`src/rtl/excess3_pkg.sv`:
```
// Shared types and constants for the serial excess-3 link.
package excess3_pkg;

  typedef enum logic {
    IDLE = 1'b0,
    RECV = 1'b1
  } state_t;

  localparam int unsigned BCD_W      = 4;
  localparam logic [3:0]  XS3_OFFSET = 4'd3;
  localparam logic [3:0]  XS3_MIN    = 4'd3;
  localparam logic [3:0]  XS3_MAX    = 4'd12;

endpackage

```
`src/rtl/serial_borrow_cell.sv`:
```
// One bit of a ripple subtractor evaluated bit-serially.
// Ports:
//   in_bit   - minuend bit
//   s        - subtrahend bit
//   borrow   - borrow from the previous (less significant) bit
//   d        - difference bit
//   borrow_n - borrow into the next bit
module serial_borrow_cell (
  input  logic in_bit,
  input  logic s,
  input  logic borrow,
  output logic d,
  output logic borrow_n
);

  assign d        = in_bit ^ s ^ borrow;
  assign borrow_n = (~in_bit & (s | borrow)) | (s & borrow);

endmodule

```
`src/rtl/excess3_to_bcd_serial.sv`:
```
// Serial excess-3 to BCD decoder. Subtracts 3 from each LSB-first 4-bit digit,
// emitting the decoded bit stream, each BCD digit and the assembled frame.
// Ports:
//   clock, reset            - rising-edge clock, synchronous active-high reset
//   in_bit/in_valid/in_start - serial excess-3 input; in_start marks bit0/digit0
//   bit_out/bit_out_valid   - decoded bit, one cycle after the accepted input bit
//   digit_out/digit_valid/digit_error - per-digit result and invalid-code flag
//   frame_out/frame_valid/frame_error - DIGITS-digit frame, digit k at [4k+3:4k]
module excess3_to_bcd_serial
  import excess3_pkg::*;
#(
  parameter int unsigned DIGITS = 4
) (
  input  logic                    clock,
  input  logic                    reset,
  input  logic                    in_bit,
  input  logic                    in_valid,
  input  logic                    in_start,
  output logic                    bit_out,
  output logic                    bit_out_valid,
  output logic [BCD_W-1:0]        digit_out,
  output logic                    digit_valid,
  output logic                    digit_error,
  output logic [BCD_W*DIGITS-1:0] frame_out,
  output logic                    frame_valid,
  output logic                    frame_error
);

  localparam int unsigned FRAME_W = BCD_W * DIGITS;
  localparam int unsigned DIG_W   = (DIGITS > 1) ? $clog2(DIGITS) : 1;
  localparam logic [DIG_W-1:0] LAST_DIG = DIG_W'(DIGITS - 1);

  state_t               state;
  logic [1:0]           bit_cnt;
  logic [DIG_W-1:0]     dig_cnt;
  logic                 borrow;
  logic [2:0]           raw_sr;
  logic [2:0]           dec_sr;
  logic                 err_acc;
  logic [FRAME_W-1:0]   frame_acc;

  logic                 accept;
  logic                 restart;
  logic [1:0]           cur_bit;
  logic [DIG_W-1:0]     cur_dig;
  logic                 borrow_in;
  logic                 sub_bit;
  logic                 d;
  logic                 borrow_n;
  logic                 digit_end;
  logic                 frame_end;
  logic [BCD_W-1:0]     raw_code;
  logic [BCD_W-1:0]     dec_code;
  logic                 code_err;
  logic                 err_prev;
  logic [FRAME_W-1:0]   frame_next;

  // Position of the current bit; in_start forces bit0/digit0 of a new frame.
  always_comb begin
    restart   = in_valid & in_start;
    accept    = in_valid & (in_start | (state == RECV));
    cur_bit   = restart ? 2'd0 : bit_cnt;
    cur_dig   = restart ? '0 : dig_cnt;
    borrow_in = (cur_bit == 2'd0) ? 1'b0 : borrow;
    sub_bit   = XS3_OFFSET[cur_bit];
    digit_end = accept & (cur_bit == 2'd3);
    frame_end = digit_end & (cur_dig == LAST_DIG);
  end

  serial_borrow_cell u_cell (
    .in_bit   (in_bit),
    .s        (sub_bit),
    .borrow   (borrow_in),
    .d        (d),
    .borrow_n (borrow_n)
  );

  // Complete digit/frame values as seen on the bit3 cycle.
  always_comb begin
    raw_code   = {in_bit, raw_sr};
    dec_code   = {d, dec_sr};
    code_err   = (raw_code < XS3_MIN) | (raw_code > XS3_MAX);
    err_prev   = (cur_dig == '0) ? 1'b0 : err_acc;
    frame_next = frame_acc;
    for (int unsigned k = 0; k < DIGITS; k++) begin
      if (cur_dig == DIG_W'(k)) frame_next[k*BCD_W +: BCD_W] = dec_code;
    end
  end

  // FSM, counters, shift registers and registered outputs.
  always_ff @(posedge clock) begin
    if (reset) begin
      state         <= IDLE;
      bit_cnt       <= '0;
      dig_cnt       <= '0;
      borrow        <= 1'b0;
      raw_sr        <= '0;
      dec_sr        <= '0;
      err_acc       <= 1'b0;
      frame_acc     <= '0;
      bit_out       <= 1'b0;
      bit_out_valid <= 1'b0;
      digit_out     <= '0;
      digit_valid   <= 1'b0;
      digit_error   <= 1'b0;
      frame_out     <= '0;
      frame_valid   <= 1'b0;
      frame_error   <= 1'b0;
    end else begin
      bit_out_valid <= accept;
      digit_valid   <= digit_end;
      frame_valid   <= frame_end;
      if (accept) begin
        bit_out <= d;
        borrow  <= borrow_n;
        // Shift right: after bits 0..2 the registers hold {b2,b1,b0}.
        raw_sr  <= {in_bit, raw_sr[2:1]};
        dec_sr  <= {d, dec_sr[2:1]};
        state   <= frame_end ? IDLE : RECV;
        if (digit_end) begin
          bit_cnt     <= 2'd0;
          dig_cnt     <= frame_end ? '0 : cur_dig + DIG_W'(1);
          digit_out   <= dec_code;
          digit_error <= code_err;
          err_acc     <= err_prev | code_err;
          frame_acc   <= frame_next;
        end else begin
          bit_cnt <= cur_bit + 2'd1;
          dig_cnt <= cur_dig;
        end
        if (frame_end) begin
          frame_out   <= frame_next;
          frame_error <= err_prev | code_err;
        end
      end
    end
  end

endmodule

```
`config.mk`:
```
export PLATFORM = sky130hd
export DESIGN_NAME = excess3_to_bcd_serial
export DESIGN_NICKNAME = d
export VERILOG_FILES = /design/src/rtl/excess3_pkg.sv /design/src/rtl/serial_borrow_cell.sv /design/src/rtl/excess3_to_bcd_serial.sv
export SDC_FILE = /design/constraint.sdc
export NUM_CORES = 1
export LEC_CHECK = 0
export ABC_AREA = 1
export CAP_MARGIN = 25
export CORE_MARGIN = 4
export CORE_UTILIZATION = 35
export DETAILED_ROUTE_END_ITERATION = 6
export GPL_TIMING_DRIVEN = 0
export PLACE_DENSITY = 0.63
export SLEW_MARGIN = 20
export SYNTH_ARGS = -nofsm -noshare
export SYNTH_HDL_FRONTEND = slang
export SYNTH_HIERARCHICAL = 1
export SYNTH_SLANG_ARGS = --single-unit
```
`constraint.sdc`:
```
create_clock -name clock -period 5.7 [get_ports clock]
set_clock_uncertainty 0.2 [all_clocks]
set_input_delay 0.57 -clock clock [delete_from_list [all_inputs] [get_ports clock]]
set_output_delay 0.57 -clock clock [all_outputs]
set_load 0.01 [all_outputs]
```
Word level (Yosys, flattened, before mapping) --
Index checks and enable logic that the tools add are counted.
Cells by class: add/subtract/negate cells 2, muxes and demuxes 14, bitwise operators 14, reduce and logical (&&, ||, !) cells 4, $lt $le $gt $ge 3, eq/ne operators 4
Operators with widths (count):
- $mux 4 | 4
- $mux 2 | 5
- $and 1x1->1 | 6
- $eq 2x2->1 const B | 3
- $or 1x1->1 | 5
- $add 2x1->2 const B | 2
- $gt 4x4->1 const B | 1
- $logic_not 2->1 | 2
- $lt 4x2->1 const B | 1
- $mux 1 | 4
- $reduce_and 2->1 | 2
- $lt 2x3->1 const B | 1
- $bmux 1 s2 | 1
- $eq 2x1->1 const B | 1
- $xor 1x1->1 | 2
- $not 1->1 | 1
Word-level totals: bits in registers 55

Logic depth before layout (Yosys ltp) --
Gate-level depths: netlist (run 1).
depth in word-level cells 7, mapped depth 10, gate-level depth less buffers 10

Cells and area by module --
Netlist (run 1), hierarchy kept.
Modules (own cells, without submodules):
- excess3_to_bcd_serial | seq. area each 1001.0 µm², area each 2188.3 µm², cells each 304, instances 1
- serial_borrow_cell | seq. area each 0.0 µm², area each 27.5 µm², cells each 3, instances 1

Worst setup path after synthesis (run 1) --
Ideal clock, no wire load.
path kind input to register, start point in in_valid, end point reg frame_acc[11], required time 5.435 ns, data arrival time 1.942 ns, slack 3.493 ns, cell stages on the path 10, setup time 0.065 ns, buffers on the path 0, path through nand2_4 > nand2_1 > ha_1 > nor2_1 > fa_1 > inv_1 > nand4_1 > nand2_1 > nor2_1 > nor2_1
Between the ends: word-level cells in the longest chain between the ends 7, elaborated cells between the ends (all ways) 15
RTL lines:
- start, declared | line excess3_to_bcd_serial.sv:17 | input logic in_valid,
- $and 1x1->1 | line excess3_to_bcd_serial.sv:60 | restart = in_valid & in_start;
- $mux 2 | line excess3_to_bcd_serial.sv:62 | cur_bit = restart ? 2'd0 : bit_cnt;
- $bmux 1 s2 | line excess3_to_bcd_serial.sv:65 | sub_bit = XS3_OFFSET[cur_bit];
- $mux 1 (not written as such) | line excess3_to_bcd_serial.sv:65
- net sub_bit | line excess3_to_bcd_serial.sv:47 | logic sub_bit;
- $xor 1x1->1 (2 in series) | line serial_borrow_cell.sv:16 | assign d = in_bit ^ s ^ borrow;
- net d | line excess3_to_bcd_serial.sv:48 | logic d;
- $mux 4 | line excess3_to_bcd_serial.sv:86 | if (cur_dig == DIG_W'(k)) frame_next[k*BCD_W +: BCD_W] = dec_code;
- end signal, assigned | line excess3_to_bcd_serial.sv:126 | frame_acc <= frame_next;
- end, declared | line excess3_to_bcd_serial.sv:40 | logic [FRAME_W-1:0] frame_acc;
The timed path passes the listed nets, and every way through them passes these cells. The select of a mux whose other input is x is not followed. A chain may end at the register's enable or synchronous reset.

Final worst setup path (run 1) --
start point in in_valid, end point reg frame_out[15]
Between the ends: word-level cells in the longest chain between the ends 7, elaborated cells between the ends (all ways) 16
RTL lines:
- $and 1x1->1 | line excess3_to_bcd_serial.sv:60
- $mux 2 | line excess3_to_bcd_serial.sv:62
- $bmux 1 s2 | line excess3_to_bcd_serial.sv:65
- $mux 1 (not written as such) | line excess3_to_bcd_serial.sv:65
- net sub_bit | line excess3_to_bcd_serial.sv:47
- $xor 1x1->1 (2 in series) | line serial_borrow_cell.sv:16
- net d | line excess3_to_bcd_serial.sv:48
- $mux 4 | line excess3_to_bcd_serial.sv:86
- end signal, assigned | line excess3_to_bcd_serial.sv:132 | frame_out <= frame_next;
- end, declared | line excess3_to_bcd_serial.sv:24 | output logic [BCD_W*DIGITS-1:0] frame_out,
The timed path passes the listed nets, and every way through them passes these cells. The select of a mux whose other input is x is not followed.

==> results of run 1 <==
-- tightest hold or removal path: stages, from the launching register on --
cell	delay [ns]
sky130_fd_sc_hd__dfxtp_1	0.32
sky130_fd_sc_hd__nand3_1	0.07
sky130_fd_sc_hd__nand2_1	0.04
-- worst paths after layout --
kind | endpoint | slack, ns | cells after the start
worst max-delay path | frame_out[15]$_SDFFE_PP0P_ | 3.01 | 11
worst min-delay path | frame_out[14]$_SDFFE_PP0P_ | 0.26 | 2
worst max register to register | frame_out[15]$_SDFFE_PP0P_ | 3.64 | 9
worst min register to register | frame_out[14]$_SDFFE_PP0P_ | 0.26 | 2
-- power by group through the flow --
stage                     registers [mW]  clock network, mW  logic, mW
after global routing               0.364              0.237     0.0517
after CTS                          0.363              0.226     0.0456
after global placement             0.371                  0     0.0447
final                              0.363              0.217     0.0453
after detailed placement           0.371                  0     0.0454
after floorplan                    0.369                  0     0.0300
-- per-layer routing --
layer	wire, um	global-route usage (%)	part of all wire, %
met1	2360	17.3	48
met2	2260	22.6	46
met5	0	0	0
met4	94	6.83	1.9
met3	217	2.63	4.4
-- registers in the layout (all words and copies together) (netlist names) --
signal / count
bit_cnt: 2
borrow: 1
raw_sr: 3
state: 1
frame_out: 16
err_acc: 1
digit_error: 1
dec_sr: 2
digit_out: 4
frame_valid: 1
frame_acc: 12
digit_valid: 1
dig_cnt: 2
bit_out: 1
bit_out_valid: 1
frame_error: 1
-- logic make-up (layout without fill, tap and decap cells) --
kind of cell,Yosys count,count (layout)
fa+ha+maj,3,3
simple gates,167,167
compound gates,43,43
buf+inv,44,82
flops,50,50
-- final cells by class --
type | instances | area (um^2)
buffer | 13 | 71.3
clock buffer | 7 | 86.3
clock inverter | 1 | 5.00
fill | 609 | 3320
inverter | 31 | 119
multi-input combinational | 213 | 1020
sequential | 50 | 1000
tap | 75 | 93.8
timing repair buffer | 30 | 300
-- metrics by stage --
stage | area [um^2] | utilization [%] | hold slack [ns] | setup slack, ns
floorplan | 2220 | - | 0.230 | 3.49
global placement | 2610 | 43.3 | 0.247 | 2.70
detailed placement | 2610 | 43.3 | 0.254 | 2.70
CTS | 2700 | 44.8 | 0.267 | 3.02
global route | 2700 | 44.8 | 0.298 | 2.86
finish | 2700 | 44.8 | 0.264 | 3.01
-- layout by cell type (no fill, tap or decap), types with 2 or more instances in the layout --
cell type and instances:
sky130_fd_sc_hd__nand4_1 8, sky130_fd_sc_hd__buf_2 6, sky130_fd_sc_hd__inv_1 28, sky130_fd_sc_hd__nor2_1 71, sky130_fd_sc_hd__nor2_2 9, sky130_fd_sc_hd__nand3_4 2
sky130_fd_sc_hd__nand2_1 58, sky130_fd_sc_hd__o21ai_0 29, sky130_fd_sc_hd__buf_4 2, sky130_fd_sc_hd__ha_1 2, sky130_fd_sc_hd__clkbuf_8 6, sky130_fd_sc_hd__nand3_1 13
sky130_fd_sc_hd__nand2_4 3, sky130_fd_sc_hd__a21oi_1 12, sky130_fd_sc_hd__dfxtp_1 50, sky130_fd_sc_hd__clkdlybuf4s50_1 30, sky130_fd_sc_hd__clkbuf_1 4, sky130_fd_sc_hd__inv_2 2
==> summary.md, run 1 <==
• 3 — critical path buffer and inverter count
• built — clock tree from TritonCTS
• 0 — antenna violations before repair
• in -> reg — critical path type
• 0 — buffer count from post-CTS setup fixing
• 21.9% — area growth from synthesis to layout
• 45.2% — share of the synthesized area in the top cell type
• 0 — Max-Cap Viols
• buffers and inverters — cell family with most CP delay
• 31 — boundary pin count
• finished clean — result of the run
• sky130_fd_sc_hd__clkbuf_8 — clock root buffer
• 0 — hold buffers post-CTS
• 50 — number of clock sinks seen by CTS
• 0 — diode insertion count for antenna repair
• 36.8% — Initial Util
• 0.625 mW — final total power
• 2 — CTS H-tree depth
• 2.03% — adder-cell share of the synthesized area
• sky130_fd_sc_hd__nor2_1, sky130_fd_sc_hd__nand2_1, sky130_fd_sc_hd__dfxtp_1 — most used standard cells in the synthesized netlist
• 4 — drt pass-1 iters
• 24.8% — switching power share of the total
• 420 — number of cells in the finished layout apart from fillers
• sky130_fd_sc_hd__clkdlybuf4s50_1 — highest-delay cell along the critical path
• 77 — number of DRC markers in iteration 0
• 1946 — total via count after detailed routing
• 45.2% — sequential area share after synthesis
• 2 — maximum buffer depth of the clock tree
• 25 — post-synth cell types
• reg -> reg — type of the worst min-delay path
• 87.6 um — vertical die dimension
• 0.155 mW — NetSw
• 0 — final number of max-transition violations
• 352 — Nets
• 9.99% — compound-cell area share of the yosys netlist
• 4.93 mm — final routed wirelength across all metal layers
• 0 — setup violators final
• 6030 um^2 — area of the core
• 34.7% — Clk network pwr share
• sky130_fd_sc_hd__dfxtp_1 — top cell type by total area after synthesis
• 412 — instance count after placement with tap cells included
• 0 — EDFF count, synth
• input pin — startpoint type of the worst setup path
• 0 — DRC errors left
• 50 — FF+latch count, synth
• 10.4% — share of post-route cells with drive strength above 1
• clkdlybuf4s50_1 > nand2_4 > nand2_1 > ha_1 > nor2_1 > fa_1 > inv_1 > inv_1 > nand3_1 > nand2_1 > a21oi_1 — chain of cells forming the critical path
• 70.2% — Max-Slew Margin vs Limit
• 371 MHz — highest clock rate
• no — setup repair after global routing missed its margin
• 6 — count of yosys warnings during synthesis
• 1835 — via count of the first global-routing pass
• 0 — number of routed nets with antenna violations
• 13.8% — global router's overall resource usage
• 11.7 um — post-detailed-route wirelength per cell
• 0 ns — final-layout setup total negative slack
• 87.6 um — x dimension of the die
• 3.46 mm — detailed placer's ending HPWL
• 2.69 ns — time the worst path needs with I/O delays and setup
• frame_out[14]$_SDFFE_PP0P_ — hold path startpoint
• 28 — number of rows created at floorplan
• sky130_fd_sc_hd__dfxtp_1 — Post-synth top flop
• 0% — xor/xnor share of the synthesized area
• 15 — largest net degree at the start of global routing
• 7670 um^2 — area enclosed by the die boundary
• sky130_fd_sc_hd__nor2_1 — most used standard cell by instance count after synthesis
• 58.0% — relative contribution of sequential cells to total power
• 1.23 nW — Leak
• 0.48 ns — worst stage delay on the critical path
• 315 — net count after synthesis
• simple AND/OR/NAND/NOR gates — largest family of logic cells by synthesized area
• 0.09 ns — clock slew at the register clock pins of the worst setup and hold paths
• 47.3% — final period utilization
• 34.2% — Post-Synth Simple-Gate Area
• 0% — share of synthesized flip-flops with an asynchronous set or reset
• 0 — aggregate global routing overflow
• 30 — buffers added on ports
• 5 — clock buffer count from CTS
• 8 — CP Max Fanout
• 0.447 ns — pin slew with the least headroom to its limit
• 2220 um^2 — Syn Std Cell Area
• in_valid — launching element of the worst setup path
• 7.22 um^2 — Avg Synthesized Cell Area
• 0.110 mV — peak supply drop
• bit_cnt[1]$_SDFFE_PP0P_ — worst reg2reg startpoint
• 0 — number of instances resized during post-cts repair
• 0 — count of endpoints failing hold in the final timing report
• 5.74 ns — WP data required
• 0.31 ns — insertion delay of the later-clocked pin in the worst-skew pair
• sky130_fd_sc_hd__dfxtp_1, sky130_fd_sc_hd__nor2_1, sky130_fd_sc_hd__nand2_1, sky130_fd_sc_hd__o21ai_0, sky130_fd_sc_hd__inv_1 — main area contributors after synthesis
• 4.63 — average via count per standard cell
• 7.3% — Comb power frac
• 0.470 mW — cell-internal power
• 0.798 — last weighted congestion value of the routability-driven placer
• 2.74 ns — arrival time reported for the critical path endpoint
• 307 — synthesized instance count
• 0% — proportion of synthesized area in mux cells
• 231 nW/um^2 — PD cells
• flip-flop — CP Capture Type
• 8.27 mm — global-route wire length before repair
No activity file was read; power rests on OpenSTA's default activity.
==> run 2: changes to the inputs <==
==> constraint.sdc (replaced) <==
create_clock -name clock -period 2.8 [get_ports clock]
set_clock_uncertainty 0.2 [all_clocks]
set_input_delay 0.28 -clock clock [delete_from_list [all_inputs] [get_ports clock]]
set_output_delay 0.28 -clock clock [all_outputs]
set_load 0.01 [all_outputs]
==> results of run 2 <==
Same layout as run 1 (identical final DEF). Status: finished clean.
Among the figures that moved: setup slack after placement 2.70 ns -> 0.0852 ns; setup slack after layout 3.01 ns -> 0.395 ns; register-to-register setup slack 3.64 ns -> 0.74 ns; total power 0.625 mW -> 1.27 mW; worst IR drop on VDD 0.110 mV -> 0.223 mV
